### src/rtl/inst_fetch_unit.sv
// inst_fetch_unit: byte-serial loaded instruction memory with registered fetch outputs
module inst_fetch_unit #(
  parameter int INST_MEM_WIDTH = 2
) (
  input  logic                      CLK,
  input  logic                      reset,
  input  logic [INST_MEM_WIDTH-1:0] pc,
  input  logic [INST_MEM_WIDTH-1:0] pc1,
  input  logic [7:0]                input_data,
  input  logic                      input_start,
  input  logic                      input_end,
  input  logic                      input_valid,
  output logic [31:0]               inst,
  output logic                      inst_enable,
  output logic [INST_MEM_WIDTH-1:0] pc_next,
  output logic [INST_MEM_WIDTH-1:0] pc1_next
);
  localparam int W = INST_MEM_WIDTH;
  typedef enum logic [1:0] {IDLE, LOAD, RUN} state_t;
  state_t state_q, state_d;
  logic [W-1:0] addr_q, addr_d, pc_next_d, pc1_next_d;
  logic [1:0] cnt_q, cnt_d;
  logic [23:0] shift_q, shift_d;
  logic [31:0] inst_d;
  logic inst_enable_d, we;
  logic [31:0] mem [2**W];
  // a restart request wins over a byte arriving in the same cycle
  assign we = state_q == LOAD && !input_start && input_valid && cnt_q == 2'd3;
  always_comb begin
    state_d = state_q;
    addr_d = addr_q;
    cnt_d = cnt_q;
    shift_d = shift_q;
    inst_d = inst;
    inst_enable_d = inst_enable;
    pc_next_d = pc_next;
    pc1_next_d = pc1_next;
    if (input_start) begin
      state_d = LOAD;
      addr_d = '0;
      cnt_d = '0;
      inst_enable_d = 1'b0;
    end else if (state_q == LOAD) begin
      if (input_valid) begin
        shift_d = {shift_q[15:0], input_data};
        cnt_d = cnt_q + 2'd1;
        addr_d = we ? addr_q + W'(1) : addr_q;
      end
      if (input_end) begin
        state_d = RUN;
        cnt_d = '0;
      end
    end else if (state_q == RUN) begin
      inst_d = mem[pc];
      inst_enable_d = 1'b1;
      pc_next_d = pc + W'(1);
      pc1_next_d = pc1 + W'(1);
    end
  end
  always_ff @(posedge CLK) begin
    if (reset) begin
      state_q <= IDLE;
      addr_q <= '0;
      cnt_q <= '0;
      shift_q <= '0;
      inst <= '0;
      inst_enable <= 1'b0;
      pc_next <= '0;
      pc1_next <= '0;
    end else begin
      state_q <= state_d;
      addr_q <= addr_d;
      cnt_q <= cnt_d;
      shift_q <= shift_d;
      inst <= inst_d;
      inst_enable <= inst_enable_d;
      pc_next <= pc_next_d;
      pc1_next <= pc1_next_d;
    end
  end
  always_ff @(posedge CLK) begin
    if (we) mem[addr_q] <= {shift_q, input_data};
  end
endmodule

### config.mk
export PLATFORM = sky130hd
export DESIGN_NAME = inst_fetch_unit
export DESIGN_NICKNAME = d
export VERILOG_FILES = /design/src/rtl/inst_fetch_unit.sv
export SDC_FILE = /design/constraint.sdc
export NUM_CORES = 1
export LEC_CHECK = 0
export ABC_CLOCK_PERIOD_IN_PS = 5800
export BUFFER_PORTS_ARGS = -buffer_cell sky130_fd_sc_hd__buf_2
export CORE_MARGIN = 2
export CORE_UTILIZATION = 46
export CTS_CLUSTER_SIZE = 25
export DETAILED_ROUTE_END_ITERATION = 7
export GPL_ROUTABILITY_DRIVEN = 0
export HOLD_SLACK_MARGIN = 0.05
export PLACE_DENSITY = 0.75
export SKIP_CTS_REPAIR_TIMING = 1
export SLEW_MARGIN = 20
export SYNTH_ARGS = -nofsm -noshare
export SYNTH_HDL_FRONTEND = slang
export SYNTH_SLANG_ARGS = --single-unit
export TNS_END_PERCENT = 30
### constraint.sdc
create_clock -name CLK -period 5.8 [get_ports CLK]
set_input_delay 0.58 -clock CLK [delete_from_list [all_inputs] [get_ports CLK]]
set_output_delay 0.58 -clock CLK [all_outputs]
set_load 0.05 [all_outputs]
==> summary.txt, run 1 <==
Status
  • Run status: complete, no violations

Worst setup path
  • Crit path arrival time: 2.22 ns
  • Crit path max fanout: 32
  • Critical path class: reg2reg
  • Worst endpoint required time: 5.86 ns
  • Reg-to-reg setup timing slack: 3.64 ns
  • Critical path launch point type: flip-flop
  • Crit path capture type: flip-flop

Detailed routing
  • ANT nets after route: 0
  • Routed WL: 12300 um
  • Average wire per standard cell: 18.5 um
  • DRC Markers: 0
  • Initial DRC Count: 265
  • Vias/cell: 5.41
  • Vias: 3584
  • Drt pass-1 iters: 5

Placed design
  • Port bufs: between 50 and 60
  • Post-DP HPWL: around 7000 um
  • DP Cell Count: 631

Hold path
  • Worst Hold Class: in2reg

STA
  • Hold Vio Cnt, Final: 0
  • Slew Viols, Final: 0
  • Fmax achieved: 464 MHz
  • Slew @ Worst Pin: 0.863 ns
  • Tcrit/Tclk final: 37.2%
  • RSZ-0062 raised after global routing: no
  • Total Neg Setup Slack: 0 ns
  • Worst rel slew slack: 42.5%
  • Clock period minus worst slack: 2.16 ns
  • Clk_skew: 0.0144 ns
  • Final setup violation count: 0

CTS
  • Clk slew on worst S/H paths: 0.06 ns
  • Max clock buf depth: 2
  • CTS Buf Count: 17
  • Max H-tree Level: 4
  • Clk root buf: clkbuf_16
  • # clock sinks: ~200
  • CTS tree: built
  • Worst-Skew Late Latency: approximately 0.43 ns

Cells and area
  • Final Core Density: 53.3%
  • Layout cells sized above 1: between 20% and 30%
  • Synth-to-layout area growth: 14.1%
  • Inserted Diodes: 0
  • Layout Nets: 484
  • Post-route insts no fill: 663

Synthesis
  • Synthesized flop and latch total: 195
  • Post-synth cell types: 25
  • Avg Inst Size Synth: 17.2 sq um
  • Asr flop ratio synth: 0%
  • Yosys warns: 0
  • Dominant synthesized flop cell: edfxtp_1
  • Seq/Total Area, Yosys: between 70 and 80%
  • Post-synth EDFFs: 128
  • Mapped Area: 7020 sq um
  • Net Count, Synth: 429
  • Cell count after synthesis: 407

Floorplan
  • Die area: 16300 sq um
  • Row Count: between 40 and 50
  • IO Count: between 50 and 60
  • Die Y: 127 um
  • Starting Density: 46.7%
  • Die width: between 100 and 150 um
  • Core footprint: 15000 sq um

Power and ir drop
  • Worst IR drop on VDD: 0.000220 V
  • PnR Total Power: between 2000 and 3000 uW
  • Switching portion of total power: 19.1%
  • Power density over the cells: 341 nW/um^2
  • Clock power share: 43.2%
  • Leak pwr: 0.00286 uW
  • Logic gate share of total power: ~2.7%
  • Flop pwr share: 54.1%
  • Power Internal: 2210 uW
  • Sw power: roughly 520 uW

Global route
  • Overflow after GRT: 0
  • Largest net degree at the start of global routing: 35
  • Vias in the first global route: 3699
  • Gr usage total: between 10% and 20%
  • First-pass GRT wire length: around 20000 um
  • Initial antenna violation count: 1

Flow run
  • Max_cap viols: 0
[power by group through the flow]
stage	logic, uW	clock network, uW	registers, uW
final	75.1	1180	1480
after global routing	82.2	1260	1480
after detailed placement	76.3	0	1510
after floorplan	52.2	0	1510
after global placement	75.0	0	1510
after CTS	76.6	1200	1480
[cells in the mapped netlist (2+ instances only)]
library cell / instances / area, sq um
a22o_1: 32 / 280
dfxtp_1: 67 / 1340
clkbuf_1: 5 / 18.8
nand2b_1: 3 / 18.8
xnor2_1: 2 / 17.5
o21ai_0: 4 / 20.0
inv_1: 4 / 15.0
buf_2: 10 / 50.1
and3_1: 4 / 25.0
buf_4: 2 / 15.0
nor2_1: 8 / 30.0
ha_1: 5 / 62.6
mux4_2: 32 / 721
buf_6: 8 / 90.1
a21oi_1: 31 / 155
nor3b_4: 2 / 37.5
nand2_1: 49 / 184
edfxtp_1: 128 / 3840
nand3_1: 2 / 10.0
a211oi_1: 4 / 30.0
[critical path, cell delays in order (launching register included)]
cell,delay [ns]
dfxtp_1,0.56
and4bb_4,0.56
and3_1,0.22
buf_4,0.42
[sequential cells by signal, indices dropped and copies added (netlist names)]
signal / cells
pc1_next: 2
shift_q: 24
pc_next: 2
state_q: 2
addr_q: 2
inst: 32
cnt_q: 2
inst_enable: 1
mem: 128
[logic make-up (layout without fill, tap and decap cells)]
group                    count (synthesis)  after routing  synth area share (%)
XOR/XNOR                                 2              2                 0.250
adder cells (fa/ha/maj)                  5              5                 0.892
multiplexers                            32             32                  10.3
AND/OR/NAND/NOR                         73             73                  5.07
AO/OA/AOI/OAI                           71             71                  6.92
buffers and inverters                   29             97                  2.69
flip-flops                             195            195                  73.9
[metrics by stage]
| step | setup slack, ns | instance area [sq um] | hold WS, ns |
|---|---|---|---|
| floorplan | 3.52 | 7020 | 0.451 |
| global placement | 3.50 | 7400 | 0.453 |
| detailed placement | 3.47 | 7400 | 0.454 |
| CTS | 3.64 | 8010 | 0.359 |
| global route | 3.55 | 8010 | 0.373 |
| finish | 3.64 | 8010 | 0.375 |
[cell usage in the layout (no fill, tap or decap)]
| cell | n |
|---|---|
| clkbuf_16 | 17 |
| xnor2_1 | 2 |
| edfxtp_1 | 128 |
| mux4_2 | 32 |
| inv_1 | 4 |
| clkbuf_8 | 3 |
| nor2_2 | 1 |
| a22o_1 | 32 |
| buf_2 | 53 |
| clkinv_2 | 3 |
| clkinvlp_4 | 3 |
| clkinv_1 | 1 |
| nand2_1 | 49 |
| nand2b_1 | 3 |
| and4bb_4 | 1 |
| a211oi_1 | 4 |
| clkbuf_1 | 2 |
| nor2_1 | 8 |
| a21oi_1 | 31 |
| nand4bb_1 | 1 |
| and3_1 | 4 |
| buf_4 | 8 |
| o21ai_0 | 4 |
| nor4bb_1 | 1 |
| bufinv_16 | 3 |
| nand3_1 | 2 |
| or2_1 | 1 |
| ha_1 | 5 |
| nor3b_4 | 2 |
| dfxtp_1 | 67 |
[routing by layer]
layer | track usage, % | vias to the layer above | part of all wire [%]
li1 | - | 1683 | -
met1 | 20.0 | 1792 | 42
met2 | 27.0 | 97 | 51
met3 | 4.44 | 10 | 5.6
met4 | 6.14 | 2 | 1.0
met5 | 0 | - | 0.081
[layout make-up]
class / count / area [sq um]
Clock buffer: 22 / 474
Clock inverter: 10 / 131
Fill cell: 1160 / 7030
Inverter: 4 / 15.0
Multi-Input combinational cell: 183 / 1640
Sequential cell: 195 / 5180
Tap cell: 188 / 235
Timing Repair Buffer: 61 / 325
[worst paths after layout]
path                     from     endpoint  cells after the start
setup / recovery   state_q[0]    mem[1][6]                      3
hold / removal         pc1[0]  pc1_next[0]                      2
setup reg to reg   state_q[0]    mem[1][6]                      3
hold reg to reg   inst_enable  inst_enable                      2
No activity file was read; power rests on OpenSTA's default activity.
==> run 2, diff against run 1 <==
- ABC_CLOCK_PERIOD_IN_PS: 5800 -> 2000
- clock period: 5.8 -> 2 ns (I/O delays scaled with it)
==> run 2 against run 1 <==
Count of clock-buffer cells in the layout down 4. Worst setup slack worse by 3.4 ns. Worst hold slack worse by 0.33 ns. Largest power group unchanged.
==> summary.txt, run 2 (synthesized netlist as in run 1, its figures left out) <==
Status
  • Run status: complete, no violations

STA
  • Clk_skew: 0.00622 ns (-0.00819 ns)
  • Fmax achieved: 581 MHz (+25%)
  • Slew Viols, Final: 0 (unchanged)
  • Tcrit/Tclk final: 86.1% (+49 points)
  • RSZ-0062 raised after global routing: no
  • Hold Vio Cnt, Final: 0 (unchanged)
  • Slew @ Worst Pin: 0.392 ns (-0.471 ns)
  • Clock period minus worst slack: 1.72 ns (-0.433 ns)
  • Final setup violation count: 0 (unchanged)
  • Worst rel slew slack: 73.9% (+31 points)

Worst setup path
  • Worst r2r src: state_q[1]
  • Critical path launch point type: flip-flop
  • Reg-to-reg setup timing slack: 0.28 ns (-3.37 ns)
  • Crit path arrival time: 1.82 ns (-0.40 ns)
  • Worst path slowest cell: and4bb_4
  • R2R depth: 3 (unchanged)
  • R2r endpoint: mem[2][7]
  • CP max stage delay: 0.49 ns (-0.07 ns)
  • Crit path capture type: flip-flop
  • Crit path max fanout: 19 (-41%)
  • Critical path class: reg2reg
  • Worst endpoint required time: 2.10 ns (-3.76 ns)
  • Critical path cell sequence: and4bb_4 > and3_1 > buf_4

Global route
  • Overflow after GRT: 0 (unchanged)
  • First-pass GRT wire length: 20500 um (+4.7%)
  • Largest net degree at the start of global routing: 35 (unchanged)
  • Initial antenna violation count: 0 (-1)
  • Gr usage total: 16.6% (+0.56 points)
  • Vias in the first global route: 3862 (+4.4%)

Hold path
  • Hold-critical path depth: 1 (-1)
  • Worst Hold Class: in2reg
  • Hold endpoint: mem[1][3]
  • Hold_sp: input_data[3]

CTS
  • CTS Buf Count: 17 (unchanged)
  • Clk slew on worst S/H paths: 0.06 ns (about the same)
  • CTS tree: built
  • Max H-tree Level: 4 (unchanged)
  • Max clock buf depth: 2 (unchanged)
  • # clock sinks: 195 (unchanged)
  • Worst-Skew Late Latency: 0.42 ns (about the same)
  • Clk root buf: clkbuf_16

Floorplan
  • Starting Density: 46.7% (unchanged)
  • Core footprint: 15000 sq um (unchanged)
  • Die Y: 127 um (unchanged)
  • Die width: 127 um (unchanged)
  • IO Count: 54 (unchanged)
  • Row Count: 45 (unchanged)
  • Die area: 16300 sq um (unchanged)

Cells and area
  • FF/Latch Area: 5180 sq um (unchanged)
  • Design Area, Final: 8150 sq um (+1.8%)
  • Biggest registers after layout: mem x128, inst x32, shift_q x24
  • Synth-to-layout area growth: 16.2%
  • Layout cells sized above 1: 27.1% (+0.62 points)
  • Post-route insts no fill: 678 (+2.3%)
  • Largest register FFs: 128 (unchanged)
  • Most flops, register: mem
  • Most common cell after layout, fill and taps aside: edfxtp_1
  • Layout Nets: 499 (+3.1%)
  • Number of fill cells in the layout: 1170 (+0.86%)
  • Inserted Diodes: 0 (unchanged)
  • Most frequent cells in the layout: edfxtp_1, dfxtp_1, buf_2, nand2_1
  • Area taken by multi-input logic gates: 1640 sq um (+0.15%)

Detailed routing
  • ANT nets after route: 0 (unchanged)
  • Vias: 3681 (+2.7%)
  • Vias/cell: 5.43 (+0.43%)
  • DRC Markers: 0 (unchanged)
  • Initial DRC Count: 304 (+15%)
  • Drt pass-1 iters: 4 (-1)
  • Average wire per standard cell: 18.6 um (+0.42%)
  • Routed WL: 12600 um (+2.7%)

Power and ir drop
  • Worst IR drop on VDD: 0.000681 V (+210%)
  • Power density over the cells: 947 nW/um^2 (+180%)
  • Leak pwr: 0.00290 uW (+1.4%)

Placed design
  • Port bufs: 53 (unchanged)
  • Placed Area: 7520 sq um (+1.6%)
  • Post-DP HPWL: 7770 um (+11%)
  • DP Cell Count: 638 (+1.1%)

Flow run
  • Max_cap viols: 0 (unchanged)
## run 2: power breakdown
part,switching [uW],internal [uW],leakage [uW]
registers,11.8,4270,0.00176
clock network,1380,1810,0.000269
logic,146,110,0.000877
## run 2: layout make-up
cell class,instances,area share [%]
timing repair buffer,76,6.39
clock buffer,18,5.27
clock inverter,14,1.47
tap,188,2.89
sequential,195,63.6
inverter,4,0.184
multi-input combinational,183,20.2
## run 2: worst max-delay path, delay by kind of cell (launching register included)
| kind | cells | cell delay [ns] |
|---|---|---|
| buffers and inverters | 1 | 0.30 |
| and+or+nand+nor | 2 | 0.70 |
| DFF | 1 | 0.38 |
## run 2: worst max path at each step
stage,from,end,slack [ns],cells after the start
floorplan,state_q[0],mem[2][0],-0.15,4
global placement,state_q[1],mem[2][5],0.37,3
detailed placement,state_q[1],mem[2][5],0.30,3
CTS,state_q[1],mem[2][5],0.28,3
global route,state_q[1],mem[2][28],0.21,3
finish,state_q[1],mem[2][7],0.28,3
## run 2: routing by layer
metal,GRT usage [%],share of wire (%),wire length [um]
met3,4.69,5.1,637
met4,5.82,1.4,176
met1,21.1,43,5430
met2,27.6,50,6370
met5,0,0,0
## run 2: through the flow
step	power [uW]	setup WS, ns	setup TNS, ns	hold slack, ns	util, %
3_5_place_dp	4610	0.297	0	0.431	50.0
2_1_floorplan	4540	-0.145	-9.29	0.296	-
6_report	7720	0.278	0	0.0479	54.2
5_1_grt	7930	0.207	0	0.0564	54.2
4_1_cts	7750	0.276	0	-0.0250	53.7
3_3_place_gp	4610	0.370	0	0.410	50.0
==> run 3, diff against run 2 <==
- CORE_ASPECT_RATIO: not set -> 0.8
==> run 3 against run 2 <==
Power increased by 4.7%. Critical path type unchanged. Count of clock-buffer cells in the layout unchanged. Clock skew increased by 0.0010 ns. Final area increased by 1.2%. Largest cell class unchanged. Sequential cell count unchanged.
==> summary.txt, run 3 (synthesized netlist as in run 1, its figures left out) <==
Worst setup path
  • CP Launch Point: state_q[0]
  • Worst endpoint required time: 2.11 ns (about the same)
  • Critical path class: reg2reg
  • Crit path arrival time: 1.86 ns (+0.04 ns)
  • Critical path launch point type: flip-flop
  • Crit path capture type: flip-flop
  • Crit path max fanout: 32 (+13)
  • Worst r2r src: state_q[0]

CTS
  • Clk root buf: clkbuf_16
  • Max H-tree Level: 4 (unchanged)
  • CTS tree: built
  • # clock sinks: 195 (unchanged)
  • Clk slew on worst S/H paths: 0.07 ns (about the same)
  • CTS Buf Count: 17 (unchanged)
  • Worst-Skew Late Latency: 0.42 ns (about the same)
  • Max clock buf depth: 2 (unchanged)

STA
  • Fmax achieved: 571 MHz (-1.7%)
  • Worst rel slew slack: 73.5% (-0.40 points)
  • Tcrit/Tclk final: 87.6% (+1.5 points)
  • Final setup violation count: 0 (unchanged)
  • RSZ-0062 raised after global routing: no
  • Hold Vio Cnt, Final: 0 (unchanged)
  • Setup WS post-layout: 0.249 ns (-0.0292 ns)
  • Clk_skew: 0.00724 ns (+0.00102 ns)
  • WHS: 0.0724 ns (+0.0244 ns)
  • Slew @ Worst Pin: 0.398 ns (+0.00593 ns)
  • Slew Viols, Final: 0 (unchanged)
  • Clock period minus worst slack: 1.75 ns (+0.0292 ns)

Floorplan
  • Die width: 142 um (+11%)
  • Row Count: 40 (-11%)
  • Die area: 16300 sq um (about the same)
  • IO Count: 54 (unchanged)
  • Die Y: 114 um (-10%)
  • Core footprint: 15000 sq um (-0.46%)
  • Starting Density: 46.9% (+0.21 points)

Placed design
  • Placed Area: 7530 sq um (about the same)
  • Port bufs: 53 (unchanged)
  • DP Cell Count: 638 (unchanged)
  • Pre-CTS worst setup slack: 0.269 ns (-0.0282 ns)
  • Post-DP HPWL: 7280 um (-6.3%)

Global route
  • Largest net degree at the start of global routing: 35 (unchanged)
  • Overflow after GRT: 0 (unchanged)
  • Vias in the first global route: 3655 (-5.4%)
  • Initial antenna violation count: 0 (unchanged)
  • First-pass GRT wire length: 19600 um (-4.3%)
  • Gr usage total: 16.2% (-0.44 points)

Cells and area
  • Layout cells sized above 1: 28.0% (+0.82 points)
  • Most flops, register: mem
  • Most frequent cells in the layout: edfxtp_1, dfxtp_1, buf_2, nand2_1
  • Layout Nets: 499 (unchanged)
  • Post-route insts no fill: 679 (+0.15%)
  • Design Area, Final: 8250 sq um (+1.2%)
  • FF/Latch Area: 5180 sq um (unchanged)
  • Biggest registers after layout: mem x128, inst x32, shift_q x24
  • Most common cell after layout, fill and taps aside: edfxtp_1
  • Inserted Diodes: 0 (unchanged)
  • Area taken by multi-input logic gates: 1640 sq um (unchanged)
  • Largest register FFs: 128 (unchanged)
  • Number of fill cells in the layout: 1153 (-1.5%)
  • Synth-to-layout area growth: 17.5%

Detailed routing
  • Drt pass-1 iters: 4 (unchanged)
  • ANT nets after route: 0 (unchanged)
  • DRC Markers: 0 (unchanged)
  • Routed WL: 12300 um (-2.4%)
  • Initial DRC Count: 262 (-14%)
  • Average wire per standard cell: 18.1 um (-2.6%)
  • Vias/cell: 5.35 (-1.4%)
  • Vias: 3633 (-1.3%)

Status
  • Run status: complete, no violations

Hold path
  • Worst Hold Class: in2reg
  • Hold_sp: input_end

Power and ir drop
  • Worst IR drop on VDD: 0.000555 V (-19%)
  • Leak pwr: 0.00293 uW (+1.1%)
  • Power density over the cells: 980 nW/um^2 (+3.5%)

Flow run
  • Max_cap viols: 0 (unchanged)
[run 3: power breakdown]
| group | internal, uW | leakage [uW] | switching [uW] | total (uW) |
|---|---|---|---|---|
| combinational | 111 | 0.000878 | 143 | 254 |
| clock | 2050 | 0.000300 | 1500 | 3550 |
| sequential | 4270 | 0.00176 | 15.1 | 4280 |
[run 3: routing by layer]
metal	global-route usage (%)	part of all wire (%)	vias up
met4	5.27	0.54	0
met2	26.1	51	92
li1	-	-	1704
met3	4.56	4.6	7
met5	0	0	-
met1	21.5	44	1830
[run 3: metrics by stage]
stage          setup TNS [ns]  util, %  total power (uW)
4_1_cts                     0     54.5              8150
2_1_floorplan           -9.29        -              4540
3_5_place_dp                0     50.3              4620
3_3_place_gp                0     50.3              4610
5_1_grt                     0     55.1              8350
6_report                    0     55.1              8080
[run 3: final timing paths]
path                end  slack (ns)  depth (start not counted)
max          mem[1][19]        0.25                          3
min          state_q[1]        0.07                          3
max reg2reg  mem[1][19]        0.25                          3
min reg2reg    inst[22]        0.47                          1
[run 3: critical path, cell delays in order, from the launching register on]
cell and delay (ns):
dfxtp_1 0.55, and4bb_4 0.39, and3_2 0.24, buf_12 0.23
[run 3: layout make-up]
type | instances | area share, %
sequential | 195 | 62.9
multi-input combinational | 183 | 19.9
timing repair buffer | 76 | 6.49
clock buffer | 18 | 5.33
tap | 189 | 2.87
clock inverter | 14 | 2.31
inverter | 4 | 0.182
